## config.mk

```make
export PLATFORM = sky130hd
export DESIGN_NAME = bram_port_arbiter_flat
export DESIGN_NICKNAME = d
export VERILOG_FILES = /design/src/rtl/bram_port_arbiter_if.sv /design/src/rtl/bram_port_arbiter.sv /design/src/flat_wrapper.sv
export SDC_FILE = /design/constraint.sdc
export NUM_CORES = 1
export LEC_CHECK = 0
export BUFFER_PORTS_ARGS = -buffer_cell sky130_fd_sc_hd__buf_2
export CAP_MARGIN = 40
export CORE_MARGIN = 2
export CORE_UTILIZATION = 50
export DETAILED_ROUTE_END_ITERATION = 8
export GPL_ROUTABILITY_DRIVEN = 1
export HOLD_SLACK_MARGIN = 0.12
export PLACE_DENSITY = 0.84
export RECOVER_POWER = 100
export SLEW_MARGIN = 15
export SYNTH_ARGS = -nofsm -noshare
export SYNTH_HDL_FRONTEND = slang
export SYNTH_SLANG_ARGS = --single-unit
```

## constraint.sdc

```tcl
create_clock -name clk_i -period 7.1 [get_ports clk_i]
set_input_delay 0.71 -clock clk_i [delete_from_list [all_inputs] [get_ports clk_i]]
set_output_delay 0.71 -clock clk_i [all_outputs]
set_load 0.02 [all_outputs]
```

## src/rtl/bram_port_arbiter_if.sv

```systemverilog
// Bus bundle between two requesters, the arbiter and the shared control BRAM port.
interface bram_port_arbiter_if #(
  parameter int unsigned ADDR_W = 32,
  parameter int unsigned DATA_W = 32
);
  logic              m0_req_i;
  logic              m0_gnt_o;
  logic              m0_we_i;
  logic [ADDR_W-1:0] m0_addr_i;
  logic [DATA_W-1:0] m0_wdata_i;
  logic [DATA_W-1:0] m0_rdata_o;
  logic              m0_rvalid_o;

  logic              m1_req_i;
  logic              m1_gnt_o;
  logic              m1_we_i;
  logic [ADDR_W-1:0] m1_addr_i;
  logic [DATA_W-1:0] m1_wdata_i;
  logic [DATA_W-1:0] m1_rdata_o;
  logic              m1_rvalid_o;

  logic              bram_we_o;
  logic [ADDR_W-1:0] bram_addr_o;
  logic [DATA_W-1:0] bram_dout_o;
  logic [DATA_W-1:0] bram_din_i;

  // Requesters plus the BRAM data source
  modport master (
    output m0_req_i, m0_we_i, m0_addr_i, m0_wdata_i,
    output m1_req_i, m1_we_i, m1_addr_i, m1_wdata_i,
    output bram_din_i,
    input  m0_gnt_o, m0_rdata_o, m0_rvalid_o,
    input  m1_gnt_o, m1_rdata_o, m1_rvalid_o,
    input  bram_we_o, bram_addr_o, bram_dout_o
  );

  // Arbiter side
  modport slave (
    input  m0_req_i, m0_we_i, m0_addr_i, m0_wdata_i,
    input  m1_req_i, m1_we_i, m1_addr_i, m1_wdata_i,
    input  bram_din_i,
    output m0_gnt_o, m0_rdata_o, m0_rvalid_o,
    output m1_gnt_o, m1_rdata_o, m1_rvalid_o,
    output bram_we_o, bram_addr_o, bram_dout_o
  );
endinterface

```

## src/rtl/bram_port_arbiter.sv

```systemverilog
// Round-robin, burst-limited arbiter sharing one BRAM port between two requesters,
// with tagged read-return routing that survives grant handovers.
module bram_port_arbiter #(
  parameter int unsigned ADDR_W    = 32,
  parameter int unsigned DATA_W    = 32,
  parameter int unsigned RD_LAT    = 1,
  parameter int unsigned MAX_BURST = 8
) (
  input logic               clk_i,
  input logic               rst_i,
  bram_port_arbiter_if.slave bus
);

  localparam int unsigned BURST_W = 8;
  localparam int unsigned TAG_D   = RD_LAT + 1;
  localparam logic [BURST_W-1:0] BURST_MAX = BURST_W'(MAX_BURST);

  typedef enum logic [1:0] {IDLE, GRANT0, GRANT1} state_e;

  state_e             state_q, state_d;
  logic               last_q, last_d;
  logic [BURST_W-1:0] burst_q, burst_d, burst_inc_c;
  logic               gnt0_q, gnt1_q;
  logic               acc_c, acc_sel_c;
  logic               acc_we_c;
  logic [ADDR_W-1:0]  acc_addr_c;
  logic [DATA_W-1:0]  acc_wdata_c;
  logic               bram_we_q;
  logic [ADDR_W-1:0]  bram_addr_q;
  logic [DATA_W-1:0]  bram_dout_q;
  logic [TAG_D-1:0]   tag_vld_q, tag_own_q;
  logic               rvalid0_q, rvalid1_q;
  logic [DATA_W-1:0]  rdata0_q, rdata1_q;

  // Burst count saturates at the limit so the limit check repeats on every accept
  assign burst_inc_c = (burst_q >= BURST_MAX) ? BURST_MAX : burst_q + BURST_W'(1);

  assign acc_we_c    = acc_sel_c ? bus.m1_we_i    : bus.m0_we_i;
  assign acc_addr_c  = acc_sel_c ? bus.m1_addr_i  : bus.m0_addr_i;
  assign acc_wdata_c = acc_sel_c ? bus.m1_wdata_i : bus.m0_wdata_i;

  // Next-state, round-robin and burst bookkeeping
  always_comb begin
    state_d   = state_q;
    last_d    = last_q;
    burst_d   = burst_q;
    acc_c     = 1'b0;
    acc_sel_c = 1'b0;
    unique case (state_q)
      IDLE: begin
        if (bus.m0_req_i && bus.m1_req_i) state_d = last_q ? GRANT0 : GRANT1;
        else if (bus.m0_req_i)            state_d = GRANT0;
        else if (bus.m1_req_i)            state_d = GRANT1;
      end
      GRANT0: begin
        if (!bus.m0_req_i) begin
          state_d = bus.m1_req_i ? GRANT1 : IDLE;
          last_d  = 1'b0;
        end else begin
          acc_c   = 1'b1;
          burst_d = burst_inc_c;
          if (burst_inc_c == BURST_MAX && bus.m1_req_i) begin
            state_d = GRANT1;
            last_d  = 1'b0;
          end
        end
      end
      GRANT1: begin
        acc_sel_c = 1'b1;
        if (!bus.m1_req_i) begin
          state_d = bus.m0_req_i ? GRANT0 : IDLE;
          last_d  = 1'b1;
        end else begin
          acc_c   = 1'b1;
          burst_d = burst_inc_c;
          if (burst_inc_c == BURST_MAX && bus.m0_req_i) begin
            state_d = GRANT0;
            last_d  = 1'b1;
          end
        end
      end
      default: state_d = IDLE;
    endcase
    if (state_d != state_q) burst_d = '0;
  end

  always_ff @(posedge clk_i or posedge rst_i) begin
    if (rst_i) begin
      state_q     <= IDLE;
      last_q      <= 1'b1;
      burst_q     <= '0;
      gnt0_q      <= 1'b0;
      gnt1_q      <= 1'b0;
      bram_we_q   <= 1'b0;
      bram_addr_q <= '0;
      bram_dout_q <= '0;
      tag_vld_q   <= '0;
      tag_own_q   <= '0;
      rvalid0_q   <= 1'b0;
      rvalid1_q   <= 1'b0;
      rdata0_q    <= '0;
      rdata1_q    <= '0;
    end else begin
      state_q   <= state_d;
      last_q    <= last_d;
      burst_q   <= burst_d;
      gnt0_q    <= (state_d == GRANT0);
      gnt1_q    <= (state_d == GRANT1);
      bram_we_q <= acc_c & acc_we_c;
      if (acc_c) begin
        bram_addr_q <= acc_addr_c;
        bram_dout_q <= acc_wdata_c;
      end
      // Tag at index RD_LAT lines up with the BRAM data for that read
      tag_vld_q <= {tag_vld_q[TAG_D-2:0], acc_c & ~acc_we_c};
      tag_own_q <= {tag_own_q[TAG_D-2:0], acc_sel_c};
      rvalid0_q <= tag_vld_q[RD_LAT] & ~tag_own_q[RD_LAT];
      rvalid1_q <= tag_vld_q[RD_LAT] &  tag_own_q[RD_LAT];
      if (tag_vld_q[RD_LAT] && !tag_own_q[RD_LAT]) rdata0_q <= bus.bram_din_i;
      if (tag_vld_q[RD_LAT] &&  tag_own_q[RD_LAT]) rdata1_q <= bus.bram_din_i;
    end
  end

  assign bus.m0_gnt_o    = gnt0_q;
  assign bus.m1_gnt_o    = gnt1_q;
  assign bus.m0_rvalid_o = rvalid0_q;
  assign bus.m1_rvalid_o = rvalid1_q;
  assign bus.m0_rdata_o  = rdata0_q;
  assign bus.m1_rdata_o  = rdata1_q;
  assign bus.bram_we_o   = bram_we_q;
  assign bus.bram_addr_o = bram_addr_q;
  assign bus.bram_dout_o = bram_dout_q;

endmodule

```

## src/flat_wrapper.sv

```systemverilog
// flat-port wrapper written by rule: the top's interface ports become plain ports
module bram_port_arbiter_flat 
#(
  parameter int unsigned ADDR_W    = 32,
  parameter int unsigned DATA_W    = 32,
  parameter int unsigned RD_LAT    = 1,
  parameter int unsigned MAX_BURST = 8
)
  (clk_i, rst_i, bus_m0_req_i, bus_m0_we_i, bus_m0_addr_i, bus_m0_wdata_i, bus_m1_req_i, bus_m1_we_i, bus_m1_addr_i, bus_m1_wdata_i, bus_bram_din_i, bus_m0_gnt_o, bus_m0_rdata_o, bus_m0_rvalid_o, bus_m1_gnt_o, bus_m1_rdata_o, bus_m1_rvalid_o, bus_bram_we_o, bus_bram_addr_o, bus_bram_dout_o);
  bram_port_arbiter_if #(.ADDR_W(ADDR_W), .DATA_W(DATA_W)) bus_i ();
  input logic clk_i;
  input logic rst_i;
  input wire logic [$bits(bus_i.m0_req_i)-1:0] bus_m0_req_i;
  input wire logic [$bits(bus_i.m0_we_i)-1:0] bus_m0_we_i;
  input wire logic [$bits(bus_i.m0_addr_i)-1:0] bus_m0_addr_i;
  input wire logic [$bits(bus_i.m0_wdata_i)-1:0] bus_m0_wdata_i;
  input wire logic [$bits(bus_i.m1_req_i)-1:0] bus_m1_req_i;
  input wire logic [$bits(bus_i.m1_we_i)-1:0] bus_m1_we_i;
  input wire logic [$bits(bus_i.m1_addr_i)-1:0] bus_m1_addr_i;
  input wire logic [$bits(bus_i.m1_wdata_i)-1:0] bus_m1_wdata_i;
  input wire logic [$bits(bus_i.bram_din_i)-1:0] bus_bram_din_i;
  output wire logic [$bits(bus_i.m0_gnt_o)-1:0] bus_m0_gnt_o;
  output wire logic [$bits(bus_i.m0_rdata_o)-1:0] bus_m0_rdata_o;
  output wire logic [$bits(bus_i.m0_rvalid_o)-1:0] bus_m0_rvalid_o;
  output wire logic [$bits(bus_i.m1_gnt_o)-1:0] bus_m1_gnt_o;
  output wire logic [$bits(bus_i.m1_rdata_o)-1:0] bus_m1_rdata_o;
  output wire logic [$bits(bus_i.m1_rvalid_o)-1:0] bus_m1_rvalid_o;
  output wire logic [$bits(bus_i.bram_we_o)-1:0] bus_bram_we_o;
  output wire logic [$bits(bus_i.bram_addr_o)-1:0] bus_bram_addr_o;
  output wire logic [$bits(bus_i.bram_dout_o)-1:0] bus_bram_dout_o;
  assign bus_i.m0_req_i = bus_m0_req_i;
  assign bus_i.m0_we_i = bus_m0_we_i;
  assign bus_i.m0_addr_i = bus_m0_addr_i;
  assign bus_i.m0_wdata_i = bus_m0_wdata_i;
  assign bus_i.m1_req_i = bus_m1_req_i;
  assign bus_i.m1_we_i = bus_m1_we_i;
  assign bus_i.m1_addr_i = bus_m1_addr_i;
  assign bus_i.m1_wdata_i = bus_m1_wdata_i;
  assign bus_i.bram_din_i = bus_bram_din_i;
  assign bus_m0_gnt_o = bus_i.m0_gnt_o;
  assign bus_m0_rdata_o = bus_i.m0_rdata_o;
  assign bus_m0_rvalid_o = bus_i.m0_rvalid_o;
  assign bus_m1_gnt_o = bus_i.m1_gnt_o;
  assign bus_m1_rdata_o = bus_i.m1_rdata_o;
  assign bus_m1_rvalid_o = bus_i.m1_rvalid_o;
  assign bus_bram_we_o = bus_i.bram_we_o;
  assign bus_bram_addr_o = bus_i.bram_addr_o;
  assign bus_bram_dout_o = bus_i.bram_dout_o;
  bram_port_arbiter #(.ADDR_W(ADDR_W), .DATA_W(DATA_W), .RD_LAT(RD_LAT), .MAX_BURST(MAX_BURST)) u_core (.clk_i(clk_i), .rst_i(rst_i), .bus(bus_i));
endmodule
```

==> key figures <==
Status
  – Run status: finished with violations
  – Failing checks: max-capacitance violations, max-slew violations

Timing
  – Relative slew slack: -127%
  – Minimum clock period: about 3700 ps
  – Final setup margin: 3400 ps
  – Final hold viol count: 0
  – Pins over their slew limit: 151
  – Fin crit share: between 50 and 60%
  – Skew final: around 8.5 ps
  – Final setup fails: 0
  – RSZ-0062 raised after global routing: no
  – Worst-Margin Slew: 3380 ps
  – Setup TNS: 0 ps
  – Max Clock Freq: 270 MHz
  – WHS: around 350 ps

Floorplan
  – Core box area: 0.0126 mm²
  – Starting Density: 50.8%
  – Die width: around 120 µm
  – Num rows: 41
  – Die Y: about 120 µm
  – Die area: 0.0137 mm²
  – Top Ports: around 300

Synthesis
  – Synth top cells by count: dfrtp_1 (147), nand2_1 (81), o21ai_0 (70)
  – Synth Area in Simple Gates: 7.85%
  – Synth unique cells: 35
  – Post-Synthesis Cells: 532
  – Synth area leaders: dfrtp_1 (58%), mux2_2 (11%), mux2i_1 (10%)
  – Synth Area per Inst: between 10 and 15 µm²
  – Main combinational cell family by area after synthesis: multiplexers
  – Synth area leader: dfrtp_1
  – #FFs+latches synth: 148
  – Yosys top cell area share: 57.6%
  – Syn Nets: 704
  – Mux share of post-synthesis cell area: 21.6%
  – Register area share after synthesis: 58.0%
  – Most common flop cell mapped by yosys: dfrtp_1
  – Compound-gate portion of the synthesized area: 8.21%
  – Share of flip-flops with an asynchronous set or reset: 100%
  – Post-synthesis adder-cell area fraction: 1.18%
  – XOR/XNOR Fraction of Synth Area: 0.431%
  – Post-synth EDFFs: 0
  – Top-count cell post-synth: dfrtp_1
  – Synth warn: 0
  – Synthesized area: 0.00639 mm²

CTS
  – CTS Hold Bufs: 0
  – Clk sink count: 148
  – H-tree levels: 4
  – CTS buffer count: 17
  – TritonCTS clock tree: done
  – Setup bufs post-CTS: 0
  – Max Buffers Root-to-Sink: 2
  – Clk slew on worst S/H paths: 60 ps
  – Worst-Skew Late Latency: 410 ps
  – Root buffer cell: clkbuf_16
  – Post-cts gate resize count: 0

Critical path
  – Worst setup SP type: flop
  – Arrival @ worst endpoint: 4010 ps
  – Reg-to-reg endpoint: u_core.bus.bram_addr_o[13]
  – Data required time at the worst endpoint: approximately 7400 ps
  – Crit path to: u_core.bus.bram_addr_o[13]
  – Worst Path Max Fanout: 80
  – Crit Path Category: reg -> reg
  – Critical Path Start: u_core.state_q[0]
  – Reg2reg path depth: 7
  – R2r setup slk: approximately 3400 ps
  – Critical Path Sink Type: flop
  – Reg-to-reg critical path startpoint: u_core.state_q[0]

Layout
  – Post-layout util: 66.9%
  – Ant. Diodes: 0
  – Fin area: 0.00841 mm²
  – Fillers: between 1000 and 1500
  – Layout Cells excl Fill: 1008
  – Share of cells above drive strength 1: 32.5%
  – Nets@finish: 996
  – Footprint of the multi-input gates: 0.00247 mm²
  – Layout area overhead: 31.6%
  – Register area: 0.00370 mm²

Route
  – Vias/cell: 5.07
  – Starting DRC count in detailed routing: 393
  – Post-route ant nets: 0
  – Via count: a little over 5000
  – Routed WL per cell: 16.6 µm
  – Final WL: between 15000 and 20000 µm
  – First-pass detailed-route iteration total: 5
  – Number of remaining DRC errors: 0

Placed design
  – Port-buffer cells: 298
  – Pre-CTS setup slack: 4560 ps
  – GP Congestion: 0.871
  – Area after DPL: 0.00808 mm²
  – DPL Wire Length: 12400 µm
  – Placed Cells: 977

Global routing
  – Total gr overflow: 0
  – Largest net degree at the start of global routing: 83
  – Antenna violations before repair: 2
  – First-pass GRT wire length: around 25000 µm
  – Vias in the first global route: 4859
  – Total GRT Usage: 24.7%

Power
  – Leakage power: 3.93 nW
  – Pwr dens: 479 mW/mm²
  – Worst IR drop on VDD: 229 µV
  – Total power: 4.02 mW

Hold path
  – Worst min path class: reg -> reg

Run
  – Maxcap violations: 3
-- worst min-delay path by stage --
stage	start	endpoint	slack (ps)	cells after the start
finish	u_core.tag_vld_q[0]	u_core.tag_vld_q[1]	350	0
global route	u_core.tag_vld_q[0]	u_core.tag_vld_q[1]	360	0
CTS	u_core.tag_vld_q[0]	u_core.tag_vld_q[1]	350	0
detailed placement	u_core.tag_vld_q[0]	u_core.tag_vld_q[1]	340	0
global placement	u_core.tag_own_q[0]	u_core.tag_own_q[1]	330	0
floorplan	u_core.tag_own_q[0]	u_core.tag_own_q[1]	330	0
-- layout by cell type, fill, tap and decap left out, drive strengths merged, types with 9 or more instances in the layout --
cell	netlist	final
buf	12	169
clkbuf	20	157
dfrtp	147	147
nand2	81	81
o21ai	70	70
mux2	65	65
mux2i	65	65
inv	11	15
nor2	9	9
nor3	9	9
-- routing by layer --
metal / up-vias / share of wire (%) / track usage, %
met3: 42 / 8.7 / 8.19
met1: 2391 / 39 / 29.6
li1: 2438 / - / -
met2: 239 / 49 / 41.2
met5: - / 0.16 / 0
met4: 4 / 2.9 / 10.6
-- state kept, by name (all words and copies together) (netlist names), 2 cells and up --
signal,flops
u_core.burst_q,8
u_core.bus.bram_addr_o,32
u_core.bus.bram_dout_o,32
u_core.bus.m0_rdata_o,32
u_core.bus.m1_rdata_o,32
u_core.state_q,2
u_core.tag_own_q,2
u_core.tag_vld_q,2
-- report_power, final --
part           internal [mW]  switching, mW  total, mW  leakage, nW
Sequential              1.23          0.207       1.44         1.82
Combinational          0.598           1.14       1.74         1.84
Clock                  0.491          0.357      0.848        0.275
-- logic make-up after synthesis --
family,Yosys count
flip-flops,148
multiplexers,130
AND/OR/NAND/NOR,116
AO/OA/AOI/OAI,88
buffers and inverters,43
adder cells (fa/ha/maj),6
XOR/XNOR,1
-- final cells by class --
| type | instances | share of cell area (%) |
|---|---|---|
| clock inverters | 10 | 1.04 |
| clock buffers | 21 | 5.71 |
| well taps | 172 | 2.56 |
| multi-input cells | 341 | 29.4 |
| flip-flops and latches | 148 | 44.1 |
| repair buffers | 305 | 16.7 |
| inverters | 11 | 0.506 |
-- critical path: stages (launching register included) --
cell and delay [ps]:
dfrtp_1 440, inv_1 150, ha_1 1170, nand2_1 100, nand2_1 140, nand2_1 780, buf_16 520, o21ai_0 270
Note: power is estimated with default switching activity, not from simulation.
